--- config.mk ---
export PLATFORM = sky130hd
export DESIGN_NAME = idct8_1d_serial
export DESIGN_NICKNAME = d
export VERILOG_FILES = /design/src/rtl/idct_pkg.sv /design/src/rtl/idct_mac_lane.sv /design/src/rtl/idct8_1d_serial.sv
export SDC_FILE = /design/constraint.sdc
export NUM_CORES = 2
export LEC_CHECK = 0
export ABC_AREA = 1
export BUFFER_PORTS_ARGS = -buffer_cell sky130_fd_sc_hd__buf_2
export CORE_UTILIZATION = 50
export CTS_BUF_LIST = sky130_fd_sc_hd__clkbuf_8
export CTS_CLUSTER_DIAMETER = 60
export CTS_CLUSTER_SIZE = 14
export DETAILED_ROUTE_END_ITERATION = 12
export GPL_TIMING_DRIVEN = 0
export MAX_ROUTING_LAYER = met4
export PLACE_DENSITY_LB_ADDON = 0.25
export SLEW_MARGIN = 0
export SYNTH_ARGS = -nofsm -noshare
export SYNTH_HDL_FRONTEND = slang
export SYNTH_HIERARCHICAL = 1
export SYNTH_SLANG_ARGS = --single-unit
--- constraint.sdc ---
create_clock -name clk -period 10.9 [get_ports clk]
set_input_delay 0.545 -clock clk [delete_from_list [all_inputs] [get_ports clk]]
set_output_delay 0.545 -clock clk [all_outputs]
set_load 0.01 [all_outputs]
--- src/rtl/idct_pkg.sv ---
// rtl/idct_pkg.sv - shared widths, FSM states, cosine table and round/saturate helper
// Shared by the 1-D IDCT lanes and the 2-D wrapper.
package idct_pkg;

  localparam int DATA_W = 12;
  localparam int COS_W  = 14;
  localparam int FRAC   = 12;
  localparam int OUT_W  = 9;
  localparam int ACC_W  = DATA_W + COS_W + 3;

  typedef enum logic [1:0] {
    ST_LOAD,
    ST_ROUND,
    ST_DRAIN
  } state_t;

  typedef logic signed [COS_W-1:0] cos_t;

  // C[k][n] = round(4096 * a(k) * cos((2n+1)k*pi/16)), row = k, column = n
  localparam cos_t COS_TAB [8][8] = '{
    '{ 14'sd1448,  14'sd1448,  14'sd1448,  14'sd1448,  14'sd1448,  14'sd1448,  14'sd1448,  14'sd1448},
    '{ 14'sd2009,  14'sd1703,  14'sd1138,  14'sd400,  -14'sd400,  -14'sd1138, -14'sd1703, -14'sd2009},
    '{ 14'sd1892,  14'sd784,  -14'sd784,  -14'sd1892, -14'sd1892, -14'sd784,   14'sd784,   14'sd1892},
    '{ 14'sd1703, -14'sd400,  -14'sd2009, -14'sd1138,  14'sd1138,  14'sd2009,  14'sd400,  -14'sd1703},
    '{ 14'sd1448, -14'sd1448, -14'sd1448,  14'sd1448,  14'sd1448, -14'sd1448, -14'sd1448,  14'sd1448},
    '{ 14'sd1138, -14'sd2009,  14'sd400,   14'sd1703, -14'sd1703, -14'sd400,   14'sd2009, -14'sd1138},
    '{ 14'sd784,  -14'sd1892,  14'sd1892, -14'sd784,  -14'sd784,   14'sd1892, -14'sd1892,  14'sd784},
    '{ 14'sd400,  -14'sd1138,  14'sd1703, -14'sd2009,  14'sd2009, -14'sd1703,  14'sd1138, -14'sd400}
  };

  localparam logic signed [ACC_W:0] RND_HALF = (ACC_W+1)'(2**(FRAC-1));
  localparam logic signed [ACC_W:0] SAT_MAX  = (ACC_W+1)'(2**(OUT_W-1) - 1);
  localparam logic signed [ACC_W:0] SAT_MIN  = (ACC_W+1)'(-(2**(OUT_W-1)));

  // Round half up (add half, arithmetic shift = floor), then clamp to the output range.
  function automatic logic signed [OUT_W-1:0] sat_round(input logic signed [ACC_W-1:0] acc);
    logic signed [ACC_W:0] w_sum;
    w_sum = (ACC_W+1)'(acc) + RND_HALF;
    w_sum = w_sum >>> FRAC;
    if (w_sum > SAT_MAX) begin
      return SAT_MAX[OUT_W-1:0];
    end else if (w_sum < SAT_MIN) begin
      return SAT_MIN[OUT_W-1:0];
    end
    return w_sum[OUT_W-1:0];
  endfunction

endpackage

--- src/rtl/idct_mac_lane.sv ---
// rtl/idct_mac_lane.sv - one output sample lane: multiply-accumulate over k, then round/saturate
// Lane LANE computes x[LANE] from the coefficient stream using column C[*][LANE].
module idct_mac_lane
  import idct_pkg::*;
#(
  parameter int LANE = 0
) (
  input  logic                     clk,
  input  logic                     rst,
  input  logic                     i_load,
  input  logic                     i_first,
  input  logic [2:0]               i_k,
  input  logic signed [DATA_W-1:0] i_data,
  input  logic                     i_round,
  output logic signed [OUT_W-1:0]  o_y
);

  localparam int PROD_W = DATA_W + COS_W;
  localparam logic [2:0] LANE_IDX = 3'(LANE);

  logic signed [COS_W-1:0]  w_coef;
  logic signed [PROD_W-1:0] w_prod;
  logic signed [ACC_W-1:0]  r_acc;
  logic signed [OUT_W-1:0]  r_y;

  assign w_coef = COS_TAB[i_k][LANE_IDX];
  assign w_prod = PROD_W'(w_coef) * PROD_W'(i_data);

  // The k=0 beat overwrites the accumulator so blocks need no separate clear cycle.
  always_ff @(posedge clk or posedge rst) begin
    if (rst) begin
      r_acc <= '0;
      r_y   <= '0;
    end else begin
      if (i_load) begin
        r_acc <= i_first ? ACC_W'(w_prod) : r_acc + ACC_W'(w_prod);
      end
      if (i_round) begin
        r_y <= sat_round(r_acc);
      end
    end
  end

  assign o_y = r_y;

endmodule

--- src/rtl/idct8_1d_serial.sv ---
// rtl/idct8_1d_serial.sv - serial 8-point 1-D inverse DCT with valid/ready streams
// Eight MAC lanes accumulate in parallel; the FSM sequences load, round and drain phases.
module idct8_1d_serial
  import idct_pkg::*;
(
  input  logic                     clk,
  input  logic                     rst,
  input  logic                     in_valid,
  output logic                     in_ready,
  input  logic signed [DATA_W-1:0] in_data,
  output logic                     out_valid,
  input  logic                     out_ready,
  output logic signed [OUT_W-1:0]  out_data,
  output logic                     out_last
);

  state_t     r_state, w_state_nxt;
  logic [2:0] r_k_cnt, w_k_nxt;
  logic [2:0] r_n_cnt, w_n_nxt;
  logic       w_accept;
  logic       w_round;
  logic signed [OUT_W-1:0] w_y [8];

  for (genvar g = 0; g < 8; g++) begin : g_lane
    idct_mac_lane #(.LANE(g)) u_lane (
      .clk     (clk),
      .rst     (rst),
      .i_load  (w_accept),
      .i_first (r_k_cnt == 3'd0),
      .i_k     (r_k_cnt),
      .i_data  (in_data),
      .i_round (w_round),
      .o_y     (w_y[g])
    );
  end

  always_ff @(posedge clk or posedge rst) begin
    if (rst) begin
      r_state <= ST_LOAD;
      r_k_cnt <= '0;
      r_n_cnt <= '0;
    end else begin
      r_state <= w_state_nxt;
      r_k_cnt <= w_k_nxt;
      r_n_cnt <= w_n_nxt;
    end
  end

  // Counters wrap naturally at 7 -> 0, ready for the next block.
  always_comb begin
    w_state_nxt = r_state;
    w_k_nxt     = r_k_cnt;
    w_n_nxt     = r_n_cnt;
    w_accept    = 1'b0;
    w_round     = 1'b0;
    case (r_state)
      ST_LOAD: begin
        if (in_valid) begin
          w_accept = 1'b1;
          w_k_nxt  = r_k_cnt + 3'd1;
          if (r_k_cnt == 3'd7) begin
            w_state_nxt = ST_ROUND;
          end
        end
      end
      ST_ROUND: begin
        w_round     = 1'b1;
        w_n_nxt     = 3'd0;
        w_state_nxt = ST_DRAIN;
      end
      ST_DRAIN: begin
        if (out_ready) begin
          w_n_nxt = r_n_cnt + 3'd1;
          if (r_n_cnt == 3'd7) begin
            w_state_nxt = ST_LOAD;
          end
        end
      end
      default: w_state_nxt = ST_LOAD;
    endcase
  end

  assign in_ready  = (r_state == ST_LOAD) && !rst;
  assign out_valid = (r_state == ST_DRAIN);
  assign out_data  = w_y[r_n_cnt];
  assign out_last  = (r_state == ST_DRAIN) && (r_n_cnt == 3'd7);

endmodule
After elaboration in Yosys (flattened, before gate mapping)
Memory sizes are Yosys's and may differ from the RTL's.
Index checks and enable logic that the tools add are counted.
Word-level totals
  register bits after elaboration: 312
  bits of input ports: 16
  memories kept: 1
  ROM bits: 896
  logic and storage cells: 154
  output and inout port bits: 12
Memories
  (name not given): words 8, width 112, read ports 1, clocked after Yosys merged registers in 0, write ports 0, RTL line idct_mac_lane.sv:26  | assign w_coef = COS_TAB[i_k][LANE_IDX];
Cells by class
  bitwise logic cells: 2
  order comparisons: 18
  reduce and logical (&&, ||, !) cells: 9
  equal/unequal tests: 8
  multiply operators: 8
  multiplexer cells: 71
  add/subtract/negate cells: 18
Operators with widths (count)
  $add A29 B13 Y30 const B: 8
  $mux W9: 26
  $add A29 B26 Y29: 8
  $mux W29: 8
  $mux W112: 2
  $mul A14 B12 Y26: 8
  $gt A18 B9 Y1 const B: 8
  $lt A18 B9 Y1 const B: 8
  $bmux W9 S3: 1
  $mux W1: 27
  $ge A4 B4 Y1 const B: 2
  $mux W2: 4
  $not A3 Y4: 2
  $add A3 B1 Y3 const B: 2
  $eq A3 B3 Y1 const B: 2
  $pmux W2 S3: 1
  $pmux W3 S2: 1
  $ne A2 B1 Y1 const B: 2
  $ne A2 B2 Y1 const B: 2
  $reduce_and A2 Y1: 2
  $reduce_and A4 Y1: 1
  $logic_not A3 Y1: 1
  $mux W3: 1
  $eq A2 B1 Y1 const B: 1
  5 further kinds: 6

Logic depth before layout (Yosys ltp)
  depth in word-level cells: 7
  mapped depth: 43
  gate-level depth less buffers: 43

Hierarchy
The synthesis kept the hierarchy.
Modules (own cells, without submodules)
  idct_mac_lane at g_lane[7].u_lane: seq. area each 950.9 µm², cells an instance 1495, area an instance 10356.2 µm², instances 1
  idct_mac_lane at g_lane[3].u_lane: seq. area each 950.9 µm², cells an instance 1497, area an instance 10264.8 µm², instances 1
  idct_mac_lane at g_lane[2].u_lane: seq. area each 950.9 µm², cells an instance 1500, area an instance 10262.3 µm², instances 1
  idct_mac_lane at g_lane[1].u_lane: seq. area each 950.9 µm², cells an instance 1491, area an instance 10228.6 µm², instances 1
  idct_mac_lane at g_lane[4].u_lane: seq. area each 950.9 µm², cells an instance 1483, area an instance 10221.1 µm², instances 1
  idct_mac_lane at g_lane[5].u_lane: seq. area each 950.9 µm², cells an instance 1478, area an instance 10212.3 µm², instances 1
  idct_mac_lane at g_lane[6].u_lane: seq. area each 950.9 µm², cells an instance 1469, area an instance 10136.0 µm², instances 1
  idct_mac_lane at g_lane[0].u_lane: seq. area each 950.9 µm², cells an instance 1386, area an instance 9113.7 µm², instances 1
  idct8_1d_serial: seq. area each 200.2 µm², cells an instance 289, area an instance 1422.6 µm², instances 1

Least setup slack after synthesis
No wires, ideal clock.
  path kind: reg-to-reg
  from: register r_k_cnt[0]
  to: register g_lane[5].u_lane.r_acc[28]
  slack: 3290 ps
  library setup time: 118 ps
  buffers on the path: 0
  cell stages (with the launch flop): 42
  data required time: 10782 ps
  period minus slack after synthesis: 7610 ps
  data arrival time: 7492 ps
  cell sequence: dfrtp_1 inv_1 ha_1 nand2_1 inv_1 a21oi_1 inv_1 nor2_1 inv_1 fa_1 inv_1 ha_1 inv_1 fa_1 inv_1 fa_1 inv_1 fa_1 (+6 left out) nor2_1 nand2_1 nand2_1 nand2_1 nand2_1 nand2_1 ha_1 nand2_1 nor2_1 and2_1 and2_1 nand2_1 nand2_1 nand2_1 nand3_1 nand2_1 nand3_1 nand2_1
Between the ends
  cells in the longest elaborated chain, start to end: 7
  elaborated cells on any way between the ends: 8
  classes of those cells: 1 x add/sub; 1 x mul; 3 x mux; 1 x bitwise; 1 x reduce/logical; 1 x memory
RTL lines
  start: declaration: RTL line idct8_1d_serial.sv:18  | logic [2:0] r_k_cnt, w_k_nxt;
  start signal: assignment: RTL line idct8_1d_serial.sv:44  | r_k_cnt <= w_k_nxt;
  $not A3 Y4 (implied by the code): RTL line idct_mac_lane.sv:26
  $mem_v2 Z8 W112
  $mux W112 (2 in series)
  $mul A14 B12 Y26: RTL line idct_mac_lane.sv:27  | assign w_prod = PROD_W'(w_coef) * PROD_W'(i_data);
  $add A29 B26 Y29: RTL line idct_mac_lane.sv:36  | r_acc <= i_first ? ACC_W'(w_prod) : r_acc + ACC_W'(w_prod);
  $mux W29 (*): RTL line idct_mac_lane.sv:36
  end signal: assignment: RTL line idct_mac_lane.sv:36
  end: declaration: RTL line idct_mac_lane.sv:23  | logic signed [ACC_W-1:0] r_acc;
Mark *: on every way between the ends. The rest lies on a longest branch, timed or not. The select of a mux whose other input is x is not followed.
A chain may end at the register's enable or synchronous reset.

Worst setup path after layout
  from: register r_k_cnt[1]
  to: register g_lane[4].u_lane.r_acc[20]
Between the ends
  cells in the longest elaborated chain, start to end: 7
  elaborated cells on any way between the ends: 8
  classes of those cells: 1 x add/sub; 1 x mul; 3 x mux; 1 x bitwise; 1 x reduce/logical; 1 x memory
RTL lines (RTL line)
  $not A3 Y4 (implied by the code): idct_mac_lane.sv:26
  $mem_v2 Z8 W112
  $mux W112 (2 in series)
  $mul A14 B12 Y26: idct_mac_lane.sv:27
  $add A29 B26 Y29: idct_mac_lane.sv:36
  $mux W29 (*): idct_mac_lane.sv:36
  end signal: assignment: idct_mac_lane.sv:36
  end: declaration: idct_mac_lane.sv:23
Marked as above.

==> reports/results.ini <==
[clocking]
post_cts_resized=0
clk_path_buf_depth=3
ctsHoldBuffers=1
postCtsSetupBuffers=0
cts_inserted_buffers=60
ctsRootBufferMaster=clkbuf_8
cts.reportedPaths.clkPinSlew_ns=0.08
cts.sinks=312
cts_tree=done
insertion_delay_ns=0.84
htree_levels=2

[placement]
hpwl_um=213000
gp_congestion=1.01
numPortBuffers=27
dpl_cell_area_mm2=0.0852

[worst_setup_path]
required_ns=11.67
critPathCaptureType=flip-flop
r2r_cells=35
crit_fanout=47
start_kind=flip-flop
slowest_stage=dfrtp_4
arrival_ns=9.95
critPathKind=flip-flop to flip-flop
crit_top_cell=inv_1
crit_start=r_k_cnt[1]$_DFFE_PP0P_
rr_startpoint=r_k_cnt[1]$_DFFE_PP0P_
max_stage_delay_ns=1.05

[timing]
skew_ns=0.0495
max_slew_margin_pct=0.378
slew_violations=0
fmax_ghz=0.109
period_needed_ns=9.17
worst_pin_slew_ns=1.49
rsz0062_at_grt=no
holdWs_ns=0.0959
hold_viol=0
fin_tns_setup_ns=0
finalCritPeriodShare_pct=84.1
setup_viol=0

[cells_and_area]
final_common_cell=nand2_1
fill_cells=16506
post-route-util_pct=53.1
seqCellArea_mm2=0.00782
fin_nets=14059
multi_input_area_mm2=0.0638
final_cell_mix=3264 x nand2_1, 2563 x inv_1, 1323 x nor2_1
drive_above_1_share_pct=3.05
area_growth_pct=5.21
final_area_mm2=0.0865

[floorplanning]
dieHeight_um=408
rows=148
coreArea_mm2=0.163
die_w_um=408
start_util_pct=50.5
die_area_mm2=0.166
ioPinCount=28

[worst_hold_path]
hold_path_depth=3
worstHoldStart=in_valid
hold_class=input pin to flip-flop

[grt]
gr-total-overflow=0
antenna_found_initial=6
grt_first_pass_wirelength_um=416000
first_global_vias=77688
grt_max_degree=48
groute.usage.overall_pct=32.2

[logic_synthesis]
ys_seq_area_share_pct=9.50
synth_warnings=6
syn-cell-area_mm2=0.0822
netlist_instances=12088
yosysUniqueCellTypes=56
synthFlopType=dfrtp_1
synth_nets=13966
synthArstFlopShare_pct=100
syn_area_per_cell_um2=6.80
ys_ff_latch=312
synth_edf_count=0

[job]
max-cap-violations=0

[route]
drc=0
wirelength_um=256000
drt-wirelength-per-cell_um=17.8
drt_iter0_markers=6243
vias=77243
detail-route-antenna-nets=0
vias_per_cell=5.36
first_pass_iters=8

[outcome]
status=complete, no violations

[path summary, 6_finish.rpt]
check	to	slack (ns)
worst max-delay path	g_lane[4].u_lane/r_acc[20]$_DFFE_PP0P_	1.73
worst min-delay path	r_state[0]$_DFFE_PP0P_	0.1
worst max register to register	g_lane[4].u_lane/r_acc[20]$_DFFE_PP0P_	1.73
worst min register to register	g_lane[4].u_lane/r_acc[5]$_DFFE_PP0P_	0.49
max in group asynchronous	g_lane[0].u_lane/r_acc[4]$_DFFE_PP0P_	9.36
min in group asynchronous	r_n_cnt[0]$_DFFE_PP0P_	0.62
[logic make-up after synthesis]
| logic type | Yosys count | share of synthesized area, % |
|---|---|---|
| fa+ha+maj | 1862 | 38.5 |
| buf+inv | 2823 | 13.0 |
| compound gates | 1103 | 7.52 |
| mux | 4 | 0.0548 |
| flops | 312 | 9.50 |
| xor+xnor | 219 | 2.36 |
| simple gates | 5765 | 29.1 |
[synth_stat cells (15+ instances only)]
library cell,count,area [µm²]
nand2_1,3264,12300
inv_1,2569,9640
nor2_1,1324,4970
fa_1,1114,22300
ha_1,748,9360
nand3_1,680,3400
a21oi_1,562,2810
dfrtp_1,312,7810
o21ai_0,277,1390
nand4_1,179,1120
clkbuf_1,161,604
xor2_1,153,1340
nor3_1,78,390
o21bai_1,69,518
xnor2_1,65,569
nand2_2,53,332
o211ai_1,53,398
nor2_2,40,250
a31oi_1,38,238
nand3b_1,38,285
a21o_1,37,278
clkinv_1,35,131
and2_1,33,206
or2_2,25,156
o21ai_1,21,105
buf_1,20,75.1
nor2_4,18,203
o21a_1,15,113
[area by class of cell]
class / instances / share of cell area [%]
repair buffers: 31 / 0.246
clock buffers: 62 / 0.986
plain buffers: 205 / 0.968
well taps: 2175 / 3.15
multi-input cells: 8953 / 73.7
inverters: 2618 / 11.4
diodes: 4 / 0.0116
flip-flops and latches: 312 / 9.04
clock inverters: 51 / 0.547
[flip-flops by register name, indices dropped and copies added (netlist names)]
name and cells:
r_n_cnt 3, g_lane.u_lane/r_acc 232, r_state 2, r_k_cnt 3, g_lane.u_lane/o_y 72
[critical path: cells and delay by family, from the launching register on]
family | cells | cell delay, ns
compound gates | 4 | 0.93
xor+xnor | 1 | 0.41
fa+ha+maj | 8 | 3.25
buf+inv | 9 | 0.96
flops | 1 | 1.05
simple gates | 13 | 2.43
[metrics by stage]
stage	cells	setup slack, ns
final	14411	1.73
after global routing	14409	1.15
after CTS	14407	1.82
after detailed placement	14293	1.85
after global placement	14290	0.298
after floorplan	12088	3.29
[routing by layer]
metal	up-vias	track usage [%]	part of all wire [%]
met4	0	10.6	3.7
met2	2658	50.6	45
met5	-	-	0
met3	514	4.74	7.6
li1	37061	-	-
met1	37010	42.6	43
Power is not shown: default switching activity piles up to over one toggle a cycle in this logic, so the estimate is an artifact.
